## src/rtl/viterbi_pkg.sv

```systemverilog
// Shared constants and state encoding for the Viterbi front-end frame controller.
package viterbi_pkg;

  localparam int SYM_W        = 2;
  localparam int SYM_PER_WORD = 8;
  localparam int WORD_W       = SYM_W * SYM_PER_WORD;
  localparam int LEN_W        = 12;
  localparam int SEL_W        = $clog2(SYM_PER_WORD);
  // Wide enough for 8 * (2^LEN_W - 1) steps, so step_cnt never wraps
  localparam int STEP_W       = LEN_W + SEL_W;

  typedef enum logic [2:0] {
    ST_IDLE = 3'd0,
    ST_LOAD = 3'd1,
    ST_RUN  = 3'd2,
    ST_TB   = 3'd3,
    ST_DONE = 3'd4
  } state_e;

endpackage

```

## src/rtl/viterbi_frame_ctrl_if.sv

```systemverilog
// Frame-control bus: word input handshake, shifter/ACS sequencing and traceback strobes.
interface viterbi_frame_ctrl_if;
  import viterbi_pkg::*;

  logic              frame_start;
  logic [LEN_W-1:0]  frame_len;
  logic              in_valid;
  logic              in_ready;
  logic [WORD_W-1:0] in_data;
  logic              sh_load;
  logic [WORD_W-1:0] sh_data;
  logic              acs_en;
  logic [SEL_W-1:0]  sym_sel;
  logic              acs_first;
  logic              acs_last;
  logic [STEP_W-1:0] step_cnt;
  logic              tb_start;
  logic              tb_done;
  logic              frame_done;
  logic              busy;
  logic              len_err;

  // master is the controller, slave is the surrounding front end
  modport master (
    input  frame_start, frame_len, in_valid, in_data, tb_done,
    output in_ready, sh_load, sh_data, acs_en, sym_sel, acs_first, acs_last,
           step_cnt, tb_start, frame_done, busy, len_err
  );

  modport slave (
    output frame_start, frame_len, in_valid, in_data, tb_done,
    input  in_ready, sh_load, sh_data, acs_en, sym_sel, acs_first, acs_last,
           step_cnt, tb_start, frame_done, busy, len_err
  );

endinterface

```

## src/rtl/viterbi_frame_ctrl.sv

```systemverilog
// Frame sequencer: loads received words into the shifter, steps the ACS through each
// word's symbols, then triggers traceback and reports frame completion.
module viterbi_frame_ctrl
  import viterbi_pkg::*;
(
  input  logic                 clk,
  input  logic                 rst_n,
  viterbi_frame_ctrl_if.master bus
);

  localparam logic [SEL_W-1:0] SYM_LAST = SEL_W'(SYM_PER_WORD - 1);

  state_e            state_q, state_d;
  logic [LEN_W-1:0]  words_left_q, words_left_d;
  logic [WORD_W-1:0] sh_data_q, sh_data_d;
  logic [SEL_W-1:0]  sym_sel_q, sym_sel_d;
  logic [STEP_W-1:0] step_cnt_q, step_cnt_d;
  logic              first_q, first_d;
  logic              tb_start_q, tb_start_d;

  logic in_ready;
  logic sh_load;
  logic acs_en;
  logic acs_last;
  logic len_err;

  always_ff @(posedge clk or negedge rst_n) begin
    if (!rst_n) begin
      state_q      <= ST_IDLE;
      words_left_q <= '0;
      sh_data_q    <= '0;
      sym_sel_q    <= '0;
      step_cnt_q   <= '0;
      first_q      <= 1'b0;
      tb_start_q   <= 1'b0;
    end else begin
      state_q      <= state_d;
      words_left_q <= words_left_d;
      sh_data_q    <= sh_data_d;
      sym_sel_q    <= sym_sel_d;
      step_cnt_q   <= step_cnt_d;
      first_q      <= first_d;
      tb_start_q   <= tb_start_d;
    end
  end

  always_comb begin
    state_d      = state_q;
    words_left_d = words_left_q;
    sh_data_d    = sh_data_q;
    sym_sel_d    = sym_sel_q;
    step_cnt_d   = step_cnt_q;
    first_d      = first_q;
    tb_start_d   = 1'b0;
    in_ready     = 1'b0;
    sh_load      = 1'b0;
    acs_en       = 1'b0;
    acs_last     = 1'b0;
    len_err      = 1'b0;

    case (state_q)
      ST_IDLE: begin
        if (bus.frame_start) begin
          if (bus.frame_len != '0) begin
            words_left_d = bus.frame_len;
            step_cnt_d   = '0;
            first_d      = 1'b1;
            state_d      = ST_LOAD;
          end else begin
            len_err = 1'b1;
          end
        end
      end

      ST_LOAD: begin
        in_ready = 1'b1;
        if (bus.in_valid) begin
          sh_load      = 1'b1;
          sh_data_d    = bus.in_data;
          words_left_d = words_left_q - LEN_W'(1);
          sym_sel_d    = '0;
          state_d      = ST_RUN;
        end
      end

      ST_RUN: begin
        acs_en     = 1'b1;
        first_d    = 1'b0;
        sym_sel_d  = sym_sel_q + SEL_W'(1);
        step_cnt_d = step_cnt_q + STEP_W'(1);
        // On the last symbol, fetch the next word without a bubble or finish the frame
        if (sym_sel_q == SYM_LAST) begin
          if (words_left_q != '0) begin
            in_ready = 1'b1;
            if (bus.in_valid) begin
              sh_load      = 1'b1;
              sh_data_d    = bus.in_data;
              words_left_d = words_left_q - LEN_W'(1);
              sym_sel_d    = '0;
            end else begin
              state_d = ST_LOAD;
            end
          end else begin
            acs_last   = 1'b1;
            tb_start_d = 1'b1;
            state_d    = ST_TB;
          end
        end
      end

      ST_TB: begin
        if (bus.tb_done) begin
          state_d = ST_DONE;
        end
      end

      ST_DONE: begin
        state_d = ST_IDLE;
      end

      default: begin
        state_d = ST_IDLE;
      end
    endcase
  end

  assign bus.in_ready   = in_ready;
  assign bus.sh_load    = sh_load;
  assign bus.sh_data    = sh_data_q;
  assign bus.acs_en     = acs_en;
  assign bus.sym_sel    = sym_sel_q;
  assign bus.acs_first  = acs_en & first_q;
  assign bus.acs_last   = acs_last;
  assign bus.step_cnt   = step_cnt_q;
  assign bus.tb_start   = tb_start_q;
  assign bus.frame_done = (state_q == ST_DONE);
  assign bus.busy       = (state_q != ST_IDLE);
  assign bus.len_err    = len_err;

endmodule

```

## src/flat_wrapper.sv

```systemverilog
// flat-port wrapper written by rule: the top's interface ports become plain ports
module viterbi_frame_ctrl_flat import viterbi_pkg::*;
  (clk, rst_n, bus_frame_start, bus_frame_len, bus_in_valid, bus_in_data, bus_tb_done, bus_in_ready, bus_sh_load, bus_sh_data, bus_acs_en, bus_sym_sel, bus_acs_first, bus_acs_last, bus_step_cnt, bus_tb_start, bus_frame_done, bus_busy, bus_len_err);
  viterbi_frame_ctrl_if bus_i ();
  input  logic clk;
  input  logic rst_n;
  input wire logic [$bits(bus_i.frame_start)-1:0] bus_frame_start;
  input wire logic [$bits(bus_i.frame_len)-1:0] bus_frame_len;
  input wire logic [$bits(bus_i.in_valid)-1:0] bus_in_valid;
  input wire logic [$bits(bus_i.in_data)-1:0] bus_in_data;
  input wire logic [$bits(bus_i.tb_done)-1:0] bus_tb_done;
  output wire logic [$bits(bus_i.in_ready)-1:0] bus_in_ready;
  output wire logic [$bits(bus_i.sh_load)-1:0] bus_sh_load;
  output wire logic [$bits(bus_i.sh_data)-1:0] bus_sh_data;
  output wire logic [$bits(bus_i.acs_en)-1:0] bus_acs_en;
  output wire logic [$bits(bus_i.sym_sel)-1:0] bus_sym_sel;
  output wire logic [$bits(bus_i.acs_first)-1:0] bus_acs_first;
  output wire logic [$bits(bus_i.acs_last)-1:0] bus_acs_last;
  output wire logic [$bits(bus_i.step_cnt)-1:0] bus_step_cnt;
  output wire logic [$bits(bus_i.tb_start)-1:0] bus_tb_start;
  output wire logic [$bits(bus_i.frame_done)-1:0] bus_frame_done;
  output wire logic [$bits(bus_i.busy)-1:0] bus_busy;
  output wire logic [$bits(bus_i.len_err)-1:0] bus_len_err;
  assign bus_i.frame_start = bus_frame_start;
  assign bus_i.frame_len = bus_frame_len;
  assign bus_i.in_valid = bus_in_valid;
  assign bus_i.in_data = bus_in_data;
  assign bus_i.tb_done = bus_tb_done;
  assign bus_in_ready = bus_i.in_ready;
  assign bus_sh_load = bus_i.sh_load;
  assign bus_sh_data = bus_i.sh_data;
  assign bus_acs_en = bus_i.acs_en;
  assign bus_sym_sel = bus_i.sym_sel;
  assign bus_acs_first = bus_i.acs_first;
  assign bus_acs_last = bus_i.acs_last;
  assign bus_step_cnt = bus_i.step_cnt;
  assign bus_tb_start = bus_i.tb_start;
  assign bus_frame_done = bus_i.frame_done;
  assign bus_busy = bus_i.busy;
  assign bus_len_err = bus_i.len_err;
  viterbi_frame_ctrl u_core (.clk(clk), .rst_n(rst_n), .bus(bus_i));
endmodule
```

## config.mk

```make
export PLATFORM = sky130hd
export DESIGN_NAME = viterbi_frame_ctrl_flat
export DESIGN_NICKNAME = d
export VERILOG_FILES = /design/src/rtl/viterbi_pkg.sv /design/src/rtl/viterbi_frame_ctrl_if.sv /design/src/rtl/viterbi_frame_ctrl.sv /design/src/flat_wrapper.sv
export SDC_FILE = /design/constraint.sdc
export NUM_CORES = 1
export LEC_CHECK = 0
export CORE_AREA = 2 2 79 81
export DETAILED_ROUTE_END_ITERATION = 16
export DIE_AREA = 0 0 81 83
export GPL_TIMING_DRIVEN = 0
export PLACE_DENSITY = 0.88
export SYNTH_ARGS = -nofsm -noshare
export SYNTH_HDL_FRONTEND = slang
export SYNTH_SLANG_ARGS = --single-unit
```

## constraint.sdc

```tcl
create_clock -name clk -period 2.75 [get_ports clk]
set_input_delay 0.55 -clock clk [delete_from_list [all_inputs] [get_ports clk]]
set_output_delay 0.55 -clock clk [all_outputs]
set_load 0.03 [all_outputs]
```

==> key figures <==
Synthesis
  • Synth area leaders: dfrtp_1, nand2_1, o22ai_1
  • Yosys synthesis warning count: 0
  • Portion of synthesized cell area occupied by the leading cell type: between 40% and 50%
  • Post-Syn Area per Cell: 9.13 um2
  • Number of flops mapped to enable cells by yosys: 0
  • Sequential fraction of the synthesis area: between 40% and 50%
  • Number of different library cells in the post-synthesis netlist: 55
  • Area of the mapped netlist: between 2000 and 3000 um2
  • Top FF cell, synth: dfrtp_1
  • Number of storage elements in the synthesis netlist: between 50 and 60
  • Async set or reset register ratio after synthesis: 100%
  • Post-synth top area cell: dfrtp_1
  • Net count after synthesis: around 340
  • Synthesized instance count: 300

Global route
  • GRT Resource Usage Total: about a quarter
  • Maximum number of pins on one net before global-route repair: between 40 and 50
  • Total congestion overflow: 0
  • Via count of the first global-routing pass: roughly 2,700
  • Global-route wire length before repair: between 10,000 and 15,000 um
  • Number of antenna violations at the first check in global routing: 0

Pwr
  • Power consumption: 4.07 mW
  • Leakage: approximately 1.6 nW
  • IR drop worst, VDD: approximately 0.0007 V
  • Power density cells: roughly 1100 nW/um2

Routing
  • First-pass iteration count of the detailed router: 4
  • Post-Route WL: between 7000 and 8000 um
  • Vias per cell: between 5 and 6
  • Avg WL per Cell: 16.0 um
  • Iteration-0 DRC count of the detailed router: 184
  • Count of unresolved DRC violations after routing: 0
  • Via Count: ~2,700
  • Detail Route Antenna Nets: 0

Critical path
  • Highest fanout seen on the critical path: 7
  • Data required time of the worst path: 2.20 ns
  • Startpoint class of the critical path: register
  • Critical Path End Type: output pin
  • Kind of cell adding the most delay to the critical path: simple AND/OR/NAND/NOR gates
  • Maximum cell stage delay along the critical path: about 0.39 ns
  • Worst reg-to-reg setup slack: 0.63 ns
  • Slowest-stage cell, CP: dfrtp_1
  • Class of the most critical setup path: reg -> out
  • Buf/Inv on CP: 3
  • Crit path cell chain: inv_1 > ha_1 > nor3b_4 > buf_4 > nand4_1 > nor3_2 > buf_2
  • Worst endpoint data arrival time: ~2.1 ns

Timing
  • Peak Freq: 372 MHz
  • Final critical delay including setup and external delays: roughly 2.7 ns
  • Tcrit/Tclk final: 97.7%
  • Setup total negative slack: 0 ns
  • Count of final max-slew check failures: 0
  • Final hold violation count: 0
  • Setup violation total in the final timing report: 0
  • Worst Hold Margin: 0.0966 ns
  • Worst-margin pin slew: slightly above 0.6 ns
  • Worst clock skew: 0.0124 ns
  • Slew margin rel.: between 50% and 60%
  • Setup repair after global routing missed its margin: true
  • Fin worst setup slack: about 0.064 ns

Final layout
  • Final Core Density: roughly 65%
  • Number of diodes: 0
  • Fraction of final layout cells sized beyond drive strength 1: 14.1%
  • Area of all placed cells without fillers: around 3800 um2
  • Final Net Count: about 430
  • Number of fillers in the final layout: 499
  • Finished Layout Cells: about 470
  • Area Growth Syn to Fin: 38.2%

Placed design
  • Total placed instance area: approximately 3600 um2
  • Routability Congestion: between 0.8 and 0.9
  • Half-perimeter wire length of the detailed placement result: between 5000 and 6000 um
  • Minimum setup slack after placement: -0.533 ns
  • Placed insts: about 450
  • Number of I/O port buffers: 75

CTS
  • Clk_lat worst skew: 0.30 ns
  • Hold buffers post-CTS: 0
  • Clock tree buffer depth: 2
  • CTS buffer count: 5
  • Number of H-tree levels: 2
  • Cell at the root of the clock tree: clkbuf_8
  • Clock-pin slew reported for the worst setup and hold paths after clock tree synthesis: 0.10 ns
  • Clock tree from TritonCTS: done
  • Sink Count: 51

Floorplanning
  • Number of core rows: 28
  • Number of top-level pins: 76
  • Placeable core area: about 5800 um2
  • Die Area: 6720 um2
  • Die extent in y: 83 um
  • Initial Util: 47.1%
  • Die W: approximately 81 um

Status
  • Status: finished clean

Worst hold path
  • Class of the tightest hold or removal check: in -> async

Run
  • Max Cap Violations: 0
## synth_stat cells, types with 2 or more instances
cell / instances
a21oi_1: 15
a21oi_2: 3
a22o_1: 3
a2bb2oi_1: 3
a31oi_1: 2
and3_1: 3
buf_2: 7
clkbuf_1: 5
dfrtp_1: 51
ha_1: 4
inv_1: 7
mux2_2: 2
nand2_1: 51
nand2b_1: 4
nand3_1: 10
nand4_1: 7
nand4b_1: 3
nor2_1: 26
nor2b_1: 2
nor3_1: 3
nor3_2: 2
nor4_1: 5
nor4b_1: 2
o21ai_0: 12
o21ai_1: 6
o22ai_1: 21
o22ai_2: 2
or2_2: 2
or3_1: 3
xnor2_1: 2
xor2_1: 8
## final timing paths
kind | end | cells after the start | startpoint
setup reg to reg | u_core.bus.sh_data[8] | 8 | u_core.words_left_q[0]
max in group asynchronous | u_core.bus.sh_data[2] | 2 | rst_n
min in group clk | u_core.first_q | 2 | u_core.first_q
hold reg to reg | u_core.first_q | 2 | u_core.first_q
hold / removal | u_core.words_left_q[7] | 1 | rst_n
setup / recovery | bus_acs_last | 7 | u_core.words_left_q[0]
## placed cells by master (no fill, tap or decap), types with 8 or more instances in the layout
cell / count
buf_2: 9
xor2_1: 8
nand3_1: 10
dfrtp_1: 51
nor2_1: 25
buf_4: 8
o21ai_0: 12
clkdlybuf4s50_1: 69
nand2_1: 51
o22ai_1: 21
a21oi_1: 15
## final cells by class
type	count	area [um2]	area share [%]
multi-input combinational	228	1440	37.9
sequential	51	1280	33.7
timing repair buffer	82	792	20.9
tap	75	93.8	2.48
buffer	14	75.1	1.98
clock buffer	5	68.8	1.82
inverter	7	26.3	0.694
clock inverter	3	20.0	0.529
## power breakdown
part           internal (mW)  switching, mW
Sequential              1.02          0.238
Combinational          0.961           1.42
Clock                  0.178          0.255
## what timing repair did
action,CTS,global route
pin swaps,1,1
resized for setup,27,6
setup buffers,2,4
setup endpoints to repair,5,5
## flip-flops by register name, summed over array words and instances (netlist names)
name and count:
u_core.bus.sh_data 16, u_core.bus.step_cnt 15, u_core.bus.sym_sel 3, u_core.bus.tb_start 1
u_core.first_q 1, u_core.state_q 3, u_core.words_left_q 12
## per-layer routing
metal	share of wire [%]	wire length [um]	GRT usage, %
met1	42	3110	30.7
met3	6.0	445	5.76
met2	50	3680	37.2
met5	0	0	0
met4	2.7	199	8.94
## logic make-up after synthesis
group                      synth area share, %
and+or+nand+nor                           24.4
AOI/OAI and AO/OA                         19.2
DFF                                       46.6
buffers and inverters                     3.61
xor gates and xnor gates                  3.20
adders and majority gates                 1.83
muxes                                     1.19
Power figures use the tool's default switching activity.
